### src/rtl/sad_stream_engine_if.sv
// Pixel-stream and result bundle for sad_stream_engine.
// master = pixel fetch / search controller side, slave = the engine.
interface sad_stream_engine_if #(
  parameter int DWIDTH = 8,
  parameter int LANES  = 16,
  parameter int BEATS  = 16,
  parameter int IDXW   = 8
);
  localparam int SWIDTH = DWIDTH + $clog2(LANES * BEATS);
  localparam int BCW    = (BEATS > 1) ? $clog2(BEATS) : 1;

  logic [LANES*DWIDTH-1:0] din;
  logic [LANES*DWIDTH-1:0] refi;
  logic                    in_vld;
  logic                    srch_last;
  logic                    cal_clr;
  logic [SWIDTH-1:0]       sad;
  logic                    sad_vld;
  logic [BCW-1:0]          beat_cnt;
  logic [SWIDTH-1:0]       min_sad;
  logic [IDXW-1:0]         min_idx;
  logic                    min_vld;

  modport master (
    output din, refi, in_vld, srch_last, cal_clr,
    input  sad, sad_vld, beat_cnt, min_sad, min_idx, min_vld
  );

  modport slave (
    input  din, refi, in_vld, srch_last, cal_clr,
    output sad, sad_vld, beat_cnt, min_sad, min_idx, min_vld
  );
endinterface

### src/rtl/sad_stream_engine.sv
// Streaming SAD engine: |din-refi| per lane, registered adder tree, per-block accumulator.
// Optional minimum-SAD search tracker enabled by defining SAD_MIN_TRACK_EN.
module sad_stream_engine #(
  parameter int DWIDTH    = 8,
  parameter int LANES     = 16,
  parameter int BEATS     = 16,
  parameter int IDXW      = 8,
  parameter int OUT_DELAY = 0
) (
  input logic                clk,
  input logic                rstn,
  sad_stream_engine_if.slave bus
);
  localparam int SWIDTH = DWIDTH + $clog2(LANES * BEATS);
  localparam int LOG2L  = $clog2(LANES);
  localparam int TW     = DWIDTH + LOG2L;
  localparam int BCW    = (BEATS > 1) ? $clog2(BEATS) : 1;

  logic [BCW-1:0]          beat_cnt;
  logic                    accept, is_first, is_last;
  logic signed [DWIDTH:0]  diff    [LANES];
  logic [DWIDTH-1:0]       abs_now [LANES];
  logic [DWIDTH-1:0]       s1_abs  [LANES];
  logic                    s1_vld, s1_first, s1_last;
  logic [TW-1:0]           lvl     [LOG2L+1][LANES];
  logic [TW-1:0]           s2_sum;
  logic                    s2_vld, s2_first, s2_last;
  logic [SWIDTH-1:0]       acc;
  logic                    s3_done;
  logic [SWIDTH-1:0]       o_sad   [OUT_DELAY+1];
  logic                    o_vld   [OUT_DELAY+1];

  assign accept   = bus.in_vld && !bus.cal_clr;
  assign is_first = (beat_cnt == '0);
  assign is_last  = (beat_cnt == BCW'(BEATS - 1));

  always_comb begin
    for (int k = 0; k < LANES; k++) begin
      diff[k]    = $signed({1'b0, bus.din[k*DWIDTH +: DWIDTH]})
                 - $signed({1'b0, bus.refi[k*DWIDTH +: DWIDTH]});
      abs_now[k] = diff[k][DWIDTH] ? DWIDTH'(-diff[k]) : DWIDTH'(diff[k]);
    end
  end

  // Beat counter and S1: cal_clr drops the incoming beat and restarts the block.
  always_ff @(posedge clk or negedge rstn) begin
    if (!rstn) begin
      beat_cnt <= '0;
      s1_vld   <= 1'b0;
      s1_first <= 1'b0;
      s1_last  <= 1'b0;
      s1_abs   <= '{default: '0};
    end else begin
      s1_vld <= accept;
      if (bus.cal_clr)
        beat_cnt <= '0;
      else if (bus.in_vld)
        beat_cnt <= is_last ? '0 : beat_cnt + 1'b1;
      if (accept) begin
        s1_abs   <= abs_now;
        s1_first <= is_first;
        s1_last  <= is_last;
      end
    end
  end

  // Level 0 holds zero-extended lane values; each level halves the operand count.
  always_comb begin
    lvl = '{default: '0};
    for (int k = 0; k < LANES; k++)
      lvl[0][k] = TW'(s1_abs[k]);
    for (int l = 1; l <= LOG2L; l++)
      for (int k = 0; k < (LANES >> l); k++)
        lvl[l][k] = lvl[l-1][2*k] + lvl[l-1][2*k+1];
  end

  always_ff @(posedge clk or negedge rstn) begin
    if (!rstn) begin
      s2_sum   <= '0;
      s2_vld   <= 1'b0;
      s2_first <= 1'b0;
      s2_last  <= 1'b0;
    end else begin
      s2_sum   <= lvl[LOG2L][0];
      s2_vld   <= s1_vld && !bus.cal_clr;
      s2_first <= s1_first;
      s2_last  <= s1_last;
    end
  end

  // S3 accumulator; a completed total sits in acc for one cycle while s3_done is high.
  always_ff @(posedge clk or negedge rstn) begin
    if (!rstn) begin
      acc     <= '0;
      s3_done <= 1'b0;
    end else if (bus.cal_clr) begin
      acc     <= '0;
      s3_done <= 1'b0;
    end else begin
      s3_done <= s2_vld && s2_last;
      if (s2_vld)
        acc <= s2_first ? SWIDTH'(s2_sum) : acc + SWIDTH'(s2_sum);
    end
  end

  always_ff @(posedge clk or negedge rstn) begin
    if (!rstn) begin
      o_sad <= '{default: '0};
      o_vld <= '{default: 1'b0};
    end else begin
      o_vld[0] <= s3_done;
      if (s3_done)
        o_sad[0] <= acc;
      for (int i = 1; i <= OUT_DELAY; i++) begin
        o_vld[i] <= o_vld[i-1];
        o_sad[i] <= o_sad[i-1];
      end
    end
  end

  assign bus.sad      = o_sad[OUT_DELAY];
  assign bus.sad_vld  = o_vld[OUT_DELAY];
  assign bus.beat_cnt = beat_cnt;

`ifdef SAD_MIN_TRACK_EN
  logic              s1_srch, s2_srch, s3_srch;
  logic              o_srch [OUT_DELAY+1];
  logic [IDXW-1:0]   cand, trk_idx, min_idx_r;
  logic [SWIDTH-1:0] trk_sad, min_sad_r;
  logic              trk_vld, min_vld_r, better;

  always_ff @(posedge clk or negedge rstn) begin
    if (!rstn) begin
      s1_srch <= 1'b0;
      s2_srch <= 1'b0;
      s3_srch <= 1'b0;
      o_srch  <= '{default: 1'b0};
    end else begin
      if (accept)
        s1_srch <= bus.srch_last;
      s2_srch   <= s1_srch;
      s3_srch   <= s2_srch;
      o_srch[0] <= s3_done && s3_srch;
      for (int i = 1; i <= OUT_DELAY; i++)
        o_srch[i] <= o_srch[i-1];
    end
  end

  // Strict less-than keeps the earliest candidate on ties.
  assign better = !trk_vld || (o_sad[OUT_DELAY] < trk_sad);

  always_ff @(posedge clk or negedge rstn) begin
    if (!rstn) begin
      cand      <= '0;
      trk_vld   <= 1'b0;
      trk_sad   <= '0;
      trk_idx   <= '0;
      min_sad_r <= '0;
      min_idx_r <= '0;
      min_vld_r <= 1'b0;
    end else begin
      min_vld_r <= 1'b0;
      if (o_vld[OUT_DELAY]) begin
        if (o_srch[OUT_DELAY]) begin
          min_vld_r <= 1'b1;
          min_sad_r <= better ? o_sad[OUT_DELAY] : trk_sad;
          min_idx_r <= better ? cand : trk_idx;
          trk_vld   <= 1'b0;
          cand      <= '0;
        end else begin
          if (better) begin
            trk_vld <= 1'b1;
            trk_sad <= o_sad[OUT_DELAY];
            trk_idx <= cand;
          end
          cand <= cand + 1'b1;
        end
      end
    end
  end

  assign bus.min_sad = min_sad_r;
  assign bus.min_idx = min_idx_r;
  assign bus.min_vld = min_vld_r;
`else
  assign bus.min_sad = '0;
  assign bus.min_idx = {IDXW{1'b0}};
  assign bus.min_vld = 1'b0;
`endif
endmodule
### src/flat_wrapper.sv
// flat-port wrapper written by rule: the top's interface ports become plain ports
module sad_stream_engine_flat 
#(
  parameter int DWIDTH    = 8,
  parameter int LANES     = 16,
  parameter int BEATS     = 16,
  parameter int IDXW      = 8,
  parameter int OUT_DELAY = 0
)
  (clk, rstn, bus_din, bus_refi, bus_in_vld, bus_srch_last, bus_cal_clr, bus_sad, bus_sad_vld, bus_beat_cnt, bus_min_sad, bus_min_idx, bus_min_vld);
  sad_stream_engine_if #(.DWIDTH(DWIDTH), .LANES(LANES), .BEATS(BEATS), .IDXW(IDXW)) bus_i ();
  input logic clk;
  input logic rstn;
  input wire logic [$bits(bus_i.din)-1:0] bus_din;
  input wire logic [$bits(bus_i.refi)-1:0] bus_refi;
  input wire logic [$bits(bus_i.in_vld)-1:0] bus_in_vld;
  input wire logic [$bits(bus_i.srch_last)-1:0] bus_srch_last;
  input wire logic [$bits(bus_i.cal_clr)-1:0] bus_cal_clr;
  output wire logic [$bits(bus_i.sad)-1:0] bus_sad;
  output wire logic [$bits(bus_i.sad_vld)-1:0] bus_sad_vld;
  output wire logic [$bits(bus_i.beat_cnt)-1:0] bus_beat_cnt;
  output wire logic [$bits(bus_i.min_sad)-1:0] bus_min_sad;
  output wire logic [$bits(bus_i.min_idx)-1:0] bus_min_idx;
  output wire logic [$bits(bus_i.min_vld)-1:0] bus_min_vld;
  assign bus_i.din = bus_din;
  assign bus_i.refi = bus_refi;
  assign bus_i.in_vld = bus_in_vld;
  assign bus_i.srch_last = bus_srch_last;
  assign bus_i.cal_clr = bus_cal_clr;
  assign bus_sad = bus_i.sad;
  assign bus_sad_vld = bus_i.sad_vld;
  assign bus_beat_cnt = bus_i.beat_cnt;
  assign bus_min_sad = bus_i.min_sad;
  assign bus_min_idx = bus_i.min_idx;
  assign bus_min_vld = bus_i.min_vld;
  sad_stream_engine #(.DWIDTH(DWIDTH), .LANES(LANES), .BEATS(BEATS), .IDXW(IDXW), .OUT_DELAY(OUT_DELAY)) u_core (.clk(clk), .rstn(rstn), .bus(bus_i));
endmodule
### config.mk
export PLATFORM = sky130hd
export DESIGN_NAME = sad_stream_engine_flat
export DESIGN_NICKNAME = d
export VERILOG_FILES = /design/src/rtl/sad_stream_engine_if.sv /design/src/rtl/sad_stream_engine.sv /design/src/flat_wrapper.sv
export SDC_FILE = /design/constraint.sdc
export NUM_CORES = 1
export LEC_CHECK = 0
export ABC_AREA = 1
export CAP_MARGIN = 20
export CORE_ASPECT_RATIO = 1.25
export CORE_MARGIN = 2
export CORE_UTILIZATION = 52
export DETAILED_ROUTE_END_ITERATION = 7
export PLACE_DENSITY = 0.91
export RECOVER_POWER = 100
export SETUP_SLACK_MARGIN = 0.15
export SYNTH_ARGS = -nofsm -noshare
export SYNTH_HDL_FRONTEND = slang
export SYNTH_SLANG_ARGS = --single-unit
export TNS_END_PERCENT = 10
### constraint.sdc
create_clock -name clk -period 4.6 [get_ports clk]
set_input_delay 0.92 -clock clk [delete_from_list [all_inputs] [get_ports clk]]
set_output_delay 0.92 -clock clk [all_outputs]
set_load 0.1 [all_outputs]
==> results.json, run 1 <==
{
  "cts_tree": "yes",
  "postLayoutCellArea_sq_um": 25840,
  "dieHeight_um": 231.1,
  "nNetsFinal": 3991,
  "async_flop_share_pct": 100.0,
  "worst_slack_ns": -0.1358,
  "core_sq_um": 40920,
  "drv_slew": 241,
  "dp_hpwl_um": 40850,
  "hold_class": "flop to flop",
  "fin_worst_skew_ns": 0.01666,
  "slew_headroom_pct": -73.69,
  "numPortBuffers": 280,
  "drt_iter0_markers": 999,
  "register_area_sq_um": 4604,
  "fillers": 3501,
  "grt_max_degree": 106,
  "num_vias": 20280,
  "htree_num_levels": 4,
  "r2r_end": "u_core.s2_sum[9]$_DFF_PN0_",
  "tightest_slew_ns": 2.605,
  "synth_cell_types": 42,
  "die_area_sq_um": 42890,
  "totalWireLength_um": 49900,
  "period_share_pct": 103.0,
  "drive_gt1_share_pct": 9.268,
  "min_path_cells": 0,
  "cts-hold-fix-buffers": 0,
  "cts.sinks": 184,
  "wire_per_inst_um": 12.52,
  "synthCells": 3104,
  "crit_path_end_kind": "flop",
  "rsz0062_at_grt": "true",
  "gp_congestion": 0.9184,
  "r2r_slack_ns": -0.14,
  "grt_antenna_before_repair": 3,
  "synth_seq_area_share_pct": 21.47,
  "clk_pin_slew_ns": 0.09,
  "critical_path_arrival_ns": 5.09,
  "cp_max_fo": 3,
  "fmax_mhz": 211.2,
  "r2r_cells": 20,
  "hold_violations": 0,
  "vias_per_cell": 5.087,
  "synth_seq_cells": 184,
  "hold_path.startpoint": "u_core.s1_first$_DFFE_PN0P_",
  "die_x_um": 185.6,
  "drc": 0,
  "clock_latency_ns": 0.45,
  "drt-pass1-iter-count": 5,
  "track_usage_pct": 23.67,
  "syn_area_per_cell_sq_um": 6.909,
  "grt-ovfl-total": 0,
  "cts_made_buffers": 17,
  "setup_viol": 5,
  "ys.flop_type": "dfrtp_1",
  "grt_first_pass_wirelength_um": 84640,
  "hold_end": "u_core.s2_first$_DFF_PN0_",
  "place_ws_ns": -0.2411,
  "status": "finished with violations",
  "io_pins": 307,
  "grt_pass1_vias": 19490,
  "clk_path_buf_depth": 2,
  "route.antenna.remaining_nets": 0,
  "multiInputGateArea_sq_um": 14700,
  "syn_area_sq_um": 21450,
  "period_minus_slack_ns": 4.736,
  "synth_edf_count": 0,
  "violations": "max-capacitance violations, max-slew violations, negative setup slack",
  "postPlaceCellArea_sq_um": 25120,
  "row_count": 83,
  "area_growth_pct": 20.51,
  "r2r_start": "u_core.lvl[792]$_DFFE_PN0P_",
  "maxCapViolations": 3,
  "cp.required_ns": 4.96,
  "cts_root_buf": "clkbuf_16",
  "hold-worst-slack_ns": 0.3742,
  "ys_warn_count": 0,
  "start_kind": "flop",
  "start_util_pct": 52.41,
  "worstSetupPathType": "flop to flop"
}
[how the worst max path moves through the flow]
stage / start / to / slack [ns] / cells after the start
after global placement: u_core.lvl[888]$_DFFE_PN0P_ / u_core.s2_sum[7]$_DFF_PN0_ / -0.13 / 20
after global routing: u_core.lvl[888]$_DFFE_PN0P_ / u_core.s2_sum[8]$_DFF_PN0_ / -0.35 / 20
after floorplan: u_core.lvl[840]$_DFFE_PN0P_ / u_core.s2_sum[10]$_DFF_PN0_ / 0.14 / 20
after CTS: u_core.lvl[852]$_DFFE_PN0P_ / u_core.s2_sum[9]$_DFF_PN0_ / -0.15 / 22
after detailed placement: u_core.lvl[888]$_DFFE_PN0P_ / u_core.s2_sum[9]$_DFF_PN0_ / -0.24 / 20
final: u_core.lvl[792]$_DFFE_PN0P_ / u_core.s2_sum[9]$_DFF_PN0_ / -0.14 / 20
[kinds of logic after synthesis]
group / Yosys count / share of synthesized area [%]
AOI/OAI and AO/OA: 355 / 9.207
other: 1 / 0.01749
and+or+nand+nor: 1551 / 33.08
muxes: 6 / 0.3150
xor gates and xnor gates: 92 / 3.757
buffers and inverters: 603 / 11.22
adders and majority gates: 312 / 20.93
DFF: 184 / 21.47
[synthesized netlist by cell type (25+ instances only)]
cell type    n  area, sq um
inv_2       43        161.4
xor2_1      61        534.3
nand3b_1    35        262.8
xnor2_1     31        271.5
nand2_1    819         3074
fa_1        78         1562
inv_1      500         1877
nor2_2      26        162.7
ha_1       234         2928
o21ai_1     37        185.2
dfrtp_1    184         4604
nor2_1     232        870.8
buf_4       25        187.7
nand2_2     44        275.3
nand3_1    287         1436
a21oi_1    157        785.8
a31oi_1     32        200.2
o21ai_0     74        370.4
nor2_4      53        596.8
[state kept, by name, summed over array words and instances, names as in the netlist]
signal,count
u_core.s3_done,1
u_core.acc,16
u_core.s2_last,1
u_core.lvl,128
u_core.bus.beat_cnt,4
u_core.s2_sum,12
u_core.bus.sad_vld,1
u_core.bus.sad,16
u_core.s1_last,1
u_core.s1_vld,1
u_core.s2_first,1
u_core.s2_vld,1
u_core.s1_first,1
[stage by stage]
stage	TNS (ns)	util [%]	cells
global route	-1.887	63.16	3986
global placement	-0.5248	61.38	3944
finish	-0.4955	63.16	3986
detailed placement	-1.072	61.38	3944
CTS	-0.5436	63.17	3979
floorplan	0	-	3128
[worst max-delay path, stage by stage, from the launching register on]
cell      delay (ns)
dfrtp_1         0.36
ha_2            0.19
inv_2           0.04
fa_2            0.41
o21ai_2         0.17
a21oi_1         0.08
o21bai_1        0.21
xnor2_1         0.15
inv_1           0.09
fa_1            0.39
fa_1            0.50
fa_1            0.56
inv_1           0.06
fa_1            0.54
inv_1           0.07
ha_4            0.29
nand2_4         0.05
inv_2           0.04
nand4_1         0.08
o211ai_1        0.16
xor2_1          0.20
[metal layers]
| layer | track usage [%] | vias up | wire (um) |
|---|---|---|---|
| met5 | 0 | - | 0 |
| met1 | 27.73 | 9246 | 20740 |
| met2 | 44.04 | 463 | 25490 |
| met4 | 8.834 | 0 | 1732 |
| li1 | - | 10460 | - |
| met3 | 2.546 | 108 | 1940 |
[area by class of cell]
type	count	share of cell area, %
Multi-Input combinational cell	2341	56.90
Tap cell	552	2.672
Inverter	544	7.916
Antenna cell	3	0.02905
Clock buffer	17	1.646
Timing Repair Buffer	330	12.23
Clock inverter	15	0.7892
Sequential cell	184	17.82
[cells in the final DEF, fill, tap and decap left out, drive strengths merged, types with 31 or more instances in the layout]
cell / instances
fa: 78
ha: 234
inv: 548
nand2: 863
clkdlybuf4s50: 257
xor2: 61
nand3b: 35
buf: 45
dfrtp: 184
nor2: 311
a31oi: 32
o21ai: 111
a21oi: 168
xnor2: 31
nand3: 307
[what timing repair did]
item,in CTS,in global routing
gates cloned,0,0
buffers inserted,3,4
pin swaps,28,26
resized for setup,14,15
endpoints found under the hold margin,0,0
endpoints found under the setup margin,8,9
Power of run 1 is left out: the tool's default activity adds up to more than one toggle a clock period on the data nets, which glitch-free logic cannot reach.
==> run 2: changes to the inputs <==
--- a/config.mk
+++ b/config.mk
@@ -9,11 +9,11 @@
 export CAP_MARGIN = 20
 export CORE_ASPECT_RATIO = 1.25
 export CORE_MARGIN = 2
-export CORE_UTILIZATION = 52
+export CORE_UTILIZATION = 49
+export CTS_BUF_LIST = sky130_fd_sc_hd__clkbuf_8 sky130_fd_sc_hd__clkbuf_16
 export DETAILED_ROUTE_END_ITERATION = 7
-export PLACE_DENSITY = 0.91
+export PLACE_DENSITY = 0.87
 export RECOVER_POWER = 100
-export SETUP_SLACK_MARGIN = 0.15
 export SYNTH_ARGS = -nofsm -noshare
 export SYNTH_HDL_FRONTEND = slang
 export SYNTH_SLANG_ARGS = --single-unit
==> run 2 against run 1 <==
Net effect: the flow still finishes with violations (max-capacitance violations, max-slew violations, negative setup slack); count of clock-buffer cells in the layout unchanged; utilization shrank 2.3 points; final cell count grew 1.1%; global-route usage decreased by 1.1 points; worst hold slack improved by 0.015 ns; sequential cell count unchanged; sequential share of layout area is 0.28 points lower; wire length increased by 0.79%; first-iteration DRC count is 1.9% higher; design area is 1.6% higher; clock skew fell by 0.0073 ns.
==> results.json, run 2 (same netlist as run 1, synthesis figures left out) <==
{
  "status": "finished with violations",
  "violations": "max-capacitance violations, max-slew violations, negative setup slack",
  "tightest_slew_ns": 2.654,
  "cts_made_buffers": 17,
  "grt-ovfl-total": 0,
  "die_area_sq_um": 45470,
  "grt_first_pass_wirelength_um": 86520,
  "clock_latency_ns": 0.45,
  "critical_path_arrival_ns": 5.10,
  "area_growth_pct": 22.45,
  "rsz0062_at_grt": "true",
  "mostFrequentLayoutCell": "nand2_1",
  "worst_slack_ns": -0.1685,
  "crit_path_end_kind": "flop",
  "grt_max_degree": 101,
  "place_inst": 3984,
  "cp.required_ns": 4.94,
  "cts_root_buf": "clkbuf_16",
  "clk_path_buf_depth": 2,
  "route.antenna.remaining_nets": 0,
  "cts-hold-fix-buffers": 0,
  "dp_hpwl_um": 40710,
  "period_share_pct": 103.7,
  "timing.setup.tns_ns": -0.7820,
  "numPortBuffers": 280,
  "cts_tree": "yes",
  "cts.sinks": 184,
  "totalWireLength_um": 50300,
  "track_usage_pct": 22.55,
  "slew_headroom_pct": -76.92,
  "nNetsFinal": 4024,
  "row_count": 85,
  "drc": 0,
  "core_sq_um": 43180,
  "finalNonFillerCells": 4029,
  "cp_max_fo": 3,
  "hold_violations": 0,
  "io_pins": 307,
  "die_x_um": 191.1,
  "worstSetupPathType": "flop to flop",
  "final_cell_mix": "nand2_1 (814), inv_1 (491), nand3_1 (284)",
  "drt-pass1-iter-count": 5,
  "place_ws_ns": -0.3325,
  "drt_iter0_markers": 1018,
  "grt_pass1_vias": 19920,
  "dieHeight_um": 237.9,
  "wire_per_inst_um": 12.48,
  "setup_viol": 6,
  "vias_per_cell": 5.038,
  "start_util_pct": 49.67,
  "drv_slew": 368,
  "period_minus_slack_ns": 4.769,
  "drive_gt1_share_pct": 11.11,
  "maxCapViolations": 5,
  "num_antenna_cells": 0,
  "start_kind": "flop",
  "htree_num_levels": 4,
  "fin_worst_skew_ns": 0.009396,
  "hold_class": "flop to flop",
  "largest_reg_flops": 128,
  "fmax_mhz": 209.7,
  "clk_pin_slew_ns": 0.07,
  "grt_antenna_before_repair": 0,
  "num_vias": 20300,
  "gp_congestion": 0.8841
}
-- run 2: cell count changes in the layout (fill, tap and decap cells not counted), sizes merged --
cell,previous run,this run
buf,45,78
clkinv,8,1
bufinv,0,3
diode,3,0
inv,548,551
clkinvlp,3,4
-- run 2: metrics by stage --
| stage | hold slack (ns) | utilization, % | area [sq um] |
|---|---|---|---|
| final | 0.3894 | 60.82 | 26260 |
| after global routing | 0.4018 | 60.82 | 26260 |
| after CTS | 0.3914 | 60.61 | 26170 |
| after detailed placement | 0.3728 | 58.45 | 25240 |
| after global placement | 0.3617 | 58.45 | 25240 |
| after floorplan | 0.3519 | - | 21540 |
-- run 2: cell type report --
cell class / count / area [sq um]
sequential: 184 / 4604
inverter: 544 / 2046
fill: 3771 / 16920
clock buffer: 17 / 425.4
clock inverter: 15 / 203.9
tap: 565 / 706.9
timing repair buffer: 363 / 3415
multi-input combinational: 2341 / 14860
-- run 2: layer usage --
metal / track usage (%) / wire length [um] / share of wire, %
met5: 0 / 0 / 0
met4: 7.716 / 1536 / 3.1
met3: 2.442 / 1704 / 3.4
met2: 42.41 / 25980 / 52
met1: 26.30 / 21080 / 42
-- run 2: path summary, 6_finish.rpt --
path                                              from                              to  slack [ns]  depth (start not counted)
max                        u_core.lvl[852]$_DFFE_PN0P_     u_core.s2_sum[10]$_DFF_PN0_       -0.17                         22
min                        u_core.s1_first$_DFFE_PN0P_       u_core.s2_first$_DFF_PN0_        0.39                          0
max reg2reg                u_core.lvl[852]$_DFFE_PN0P_     u_core.s2_sum[10]$_DFF_PN0_       -0.17                         22
min reg2reg                u_core.s1_first$_DFFE_PN0P_       u_core.s2_first$_DFF_PN0_        0.39                          0
max in group asynchronous                         rstn     u_core.lvl[842]$_DFFE_PN0P_        1.09                          2
min in group asynchronous                         rstn  u_core.bus.sad[13]$_DFFE_PN0P_        1.17                          1
-- run 2: what timing repair did --
item	4_1_cts	5_1_grt
setup buffers	6	8
setup endpoints to repair	7	7
gates resized for setup	54	26
pin swaps	46	35
-- run 2: critical path: stages, from the launching register on --
cell     delay, ns
dfrtp_1       0.39
ha_2          0.21
fa_2          0.39
nand3_2       0.09
nand2_2       0.06
nand2_2       0.08
nand2_2       0.06
a21oi_2       0.16
buf_4         0.12
buf_4         0.10
xor2_2        0.07
fa_1          0.53
inv_1         0.07
fa_2          0.39
fa_1          0.51
inv_1         0.06
fa_1          0.53
inv_1         0.06
ha_4          0.28
inv_2         0.06
nor3_4        0.21
a21oi_2       0.10
xnor2_1       0.13
Power of run 2 is left out for the same reason.
==> run 3: changes to the inputs <==
--- a/config.mk
+++ b/config.mk
@@ -9,10 +9,10 @@
 export CAP_MARGIN = 20
 export CORE_ASPECT_RATIO = 1.25
 export CORE_MARGIN = 2
-export CORE_UTILIZATION = 49
+export CORE_UTILIZATION = 48
 export CTS_BUF_LIST = sky130_fd_sc_hd__clkbuf_8 sky130_fd_sc_hd__clkbuf_16
 export DETAILED_ROUTE_END_ITERATION = 7
-export PLACE_DENSITY = 0.87
+export PLACE_DENSITY = 0.85
 export RECOVER_POWER = 100
 export SYNTH_ARGS = -nofsm -noshare
 export SYNTH_HDL_FRONTEND = slang
==> run 3 against run 2 <==
Net effect: the flow still finishes with violations (max-capacitance violations, max-slew violations, negative setup slack); first-iteration DRC count down 7.4%; die area up 2.0%; global-route usage down 0.46 points; sequential share of layout area about the same; utilization down 1.3 points; final cell count up 0.27%; wire length about the same; maximum frequency about the same; worst hold slack worse by 0.011 ns; critical endpoint is now u_core.s2_sum[8]$_DFF_PN0_; highest routed layer unchanged.
==> results.json, run 3 (same netlist as run 1, synthesis figures left out) <==
{
  "dp_hpwl_um": 40810,
  "largest_reg_flops": 128,
  "wire_per_inst_um": 12.46,
  "hold-worst-slack_ns": 0.3785,
  "die_area_sq_um": 46400,
  "clk_pin_slew_ns": 0.07,
  "status": "finished with violations",
  "gp_congestion": 0.8968,
  "slew_headroom_pct": -92.69,
  "finalNonFillerCells": 4040,
  "fmax_mhz": 209.6,
  "final_cell_mix": "nand2_1 (816), inv_1 (496), nand3_1 (283)",
  "totalWireLength_um": 50330,
  "drt_iter0_markers": 943,
  "cp_max_fo": 4,
  "num_vias": 20220,
  "violations": "max-capacitance violations, max-slew violations, negative setup slack",
  "postLayoutCellArea_sq_um": 26240,
  "cts.sinks": 184,
  "cts_root_buf": "clkbuf_16",
  "htree_num_levels": 4,
  "drt-pass1-iter-count": 5,
  "setup_viol": 6,
  "start_util_pct": 48.61,
  "r2r_end": "u_core.s2_sum[8]$_DFF_PN0_",
  "hold_class": "flop to flop",
  "grt_antenna_before_repair": 0,
  "critPathCapture": "u_core.s2_sum[8]$_DFF_PN0_",
  "cp.required_ns": 4.97,
  "r2r_slack_ns": -0.17,
  "vias_per_cell": 5.006,
  "cts_tree": "yes",
  "grt-ovfl-total": 0,
  "place_ws_ns": -0.3541,
  "critical_path_arrival_ns": 5.14,
  "die_x_um": 193.1,
  "r2r_start": "u_core.lvl[816]$_DFFE_PN0P_",
  "drive_gt1_share_pct": 11.01,
  "fillers": 3937,
  "grt_max_degree": 151,
  "mostFrequentLayoutCell": "nand2_1",
  "drc": 0,
  "num_antenna_cells": 0,
  "r2r_cells": 21,
  "dieHeight_um": 240.3,
  "grt_pass1_vias": 19520,
  "worst_slack_ns": -0.1702,
  "cts_made_buffers": 17,
  "track_usage_pct": 22.09,
  "row_count": 86,
  "cts-hold-fix-buffers": 0,
  "crit_start": "u_core.lvl[816]$_DFFE_PN0P_",
  "clk_path_buf_depth": 2,
  "tightest_slew_ns": 2.890,
  "clock_latency_ns": 0.44,
  "worstSetupPathType": "flop to flop",
  "start_kind": "flop",
  "drv_slew": 252,
  "period_minus_slack_ns": 4.770,
  "grt_first_pass_wirelength_um": 85680,
  "fin_worst_skew_ns": 0.007204,
  "maxCapViolations": 2,
  "core_sq_um": 44120,
  "hold_violations": 0,
  "crit_path_end_kind": "flop",
  "period_share_pct": 103.7,
  "io_pins": 307,
  "route.antenna.remaining_nets": 0,
  "postPlaceCellArea_sq_um": 25330,
  "nNetsFinal": 4029,
  "place_inst": 4000,
  "rsz0062_at_grt": "true",
  "numPortBuffers": 280,
  "area_growth_pct": 22.34
}
-- run 3: cell count changes in the layout (fill, tap and decap cells not counted), sizes merged --
cell / change
buf: +3
bufinv: -1
clkbuf: +3
clkinv: +1
clkinvlp: -2
-- run 3: worst min path at each step --
stage | from | endpoint | depth (start not counted)
floorplan | u_core.s3_done$_DFF_PN0_ | u_core.bus.sad_vld$_DFF_PN0_ | 0
global placement | u_core.s1_first$_DFFE_PN0P_ | u_core.s2_first$_DFF_PN0_ | 0
detailed placement | u_core.s1_last$_DFFE_PN0P_ | u_core.s2_last$_DFF_PN0_ | 0
CTS | u_core.s1_last$_DFFE_PN0P_ | u_core.s2_last$_DFF_PN0_ | 0
global route | u_core.s1_last$_DFFE_PN0P_ | u_core.s2_last$_DFF_PN0_ | 0
finish | u_core.s1_last$_DFFE_PN0P_ | u_core.s2_last$_DFF_PN0_ | 0
-- run 3: timing repair --
action / in CTS / in global routing
pin swaps: 66 / 31
setup endpoints to repair: 8 / 7
setup buffers: 7 / 3
gates resized for setup: 54 / 20
-- run 3: worst max-delay path, cell delays in order, from the launching register on --
cell      delay (ns)
dfrtp_1         0.40
ha_2            0.20
fa_2            0.35
nand3_2         0.09
nand3_2         0.09
buf_6           0.13
a21oi_2         0.12
o21bai_1        0.09
buf_4           0.15
xor2_2          0.14
fa_1            0.53
fa_2            0.47
fa_1            0.52
inv_2           0.05
fa_1            0.51
inv_2           0.05
ha_4            0.23
buf_4           0.14
a21oi_2         0.14
nor2_1          0.07
nor2_1          0.11
xnor2_1         0.12
-- run 3: layout make-up --
class	count	area, sq um	area share [%]
multi-input combinational	2341	14850	56.60
clock buffer	18	439.2	1.674
clock inverter	13	131.4	0.5007
sequential	184	4604	17.55
timing repair buffer	368	3451	13.15
inverter	544	2046	7.797
tap	572	715.7	2.728
-- run 3: routing by layer --
layer	global-route usage (%)	part of all wire, %	up-vias
met4	6.290	2.3	0
met1	26.06	42	9202
met2	41.73	52	401
met3	2.292	3.4	91
li1	-	-	10530
met5	0	0	-
-- run 3: metrics by stage --
stage | utilization [%] | setup TNS, ns
2_1_floorplan | - | -0.07596
3_3_place_gp | 57.41 | -1.332
3_5_place_dp | 57.41 | -1.923
4_1_cts | 59.41 | -0.09024
5_1_grt | 59.47 | -2.175
6_report | 59.47 | -0.7167
Power of run 3 is left out for the same reason.
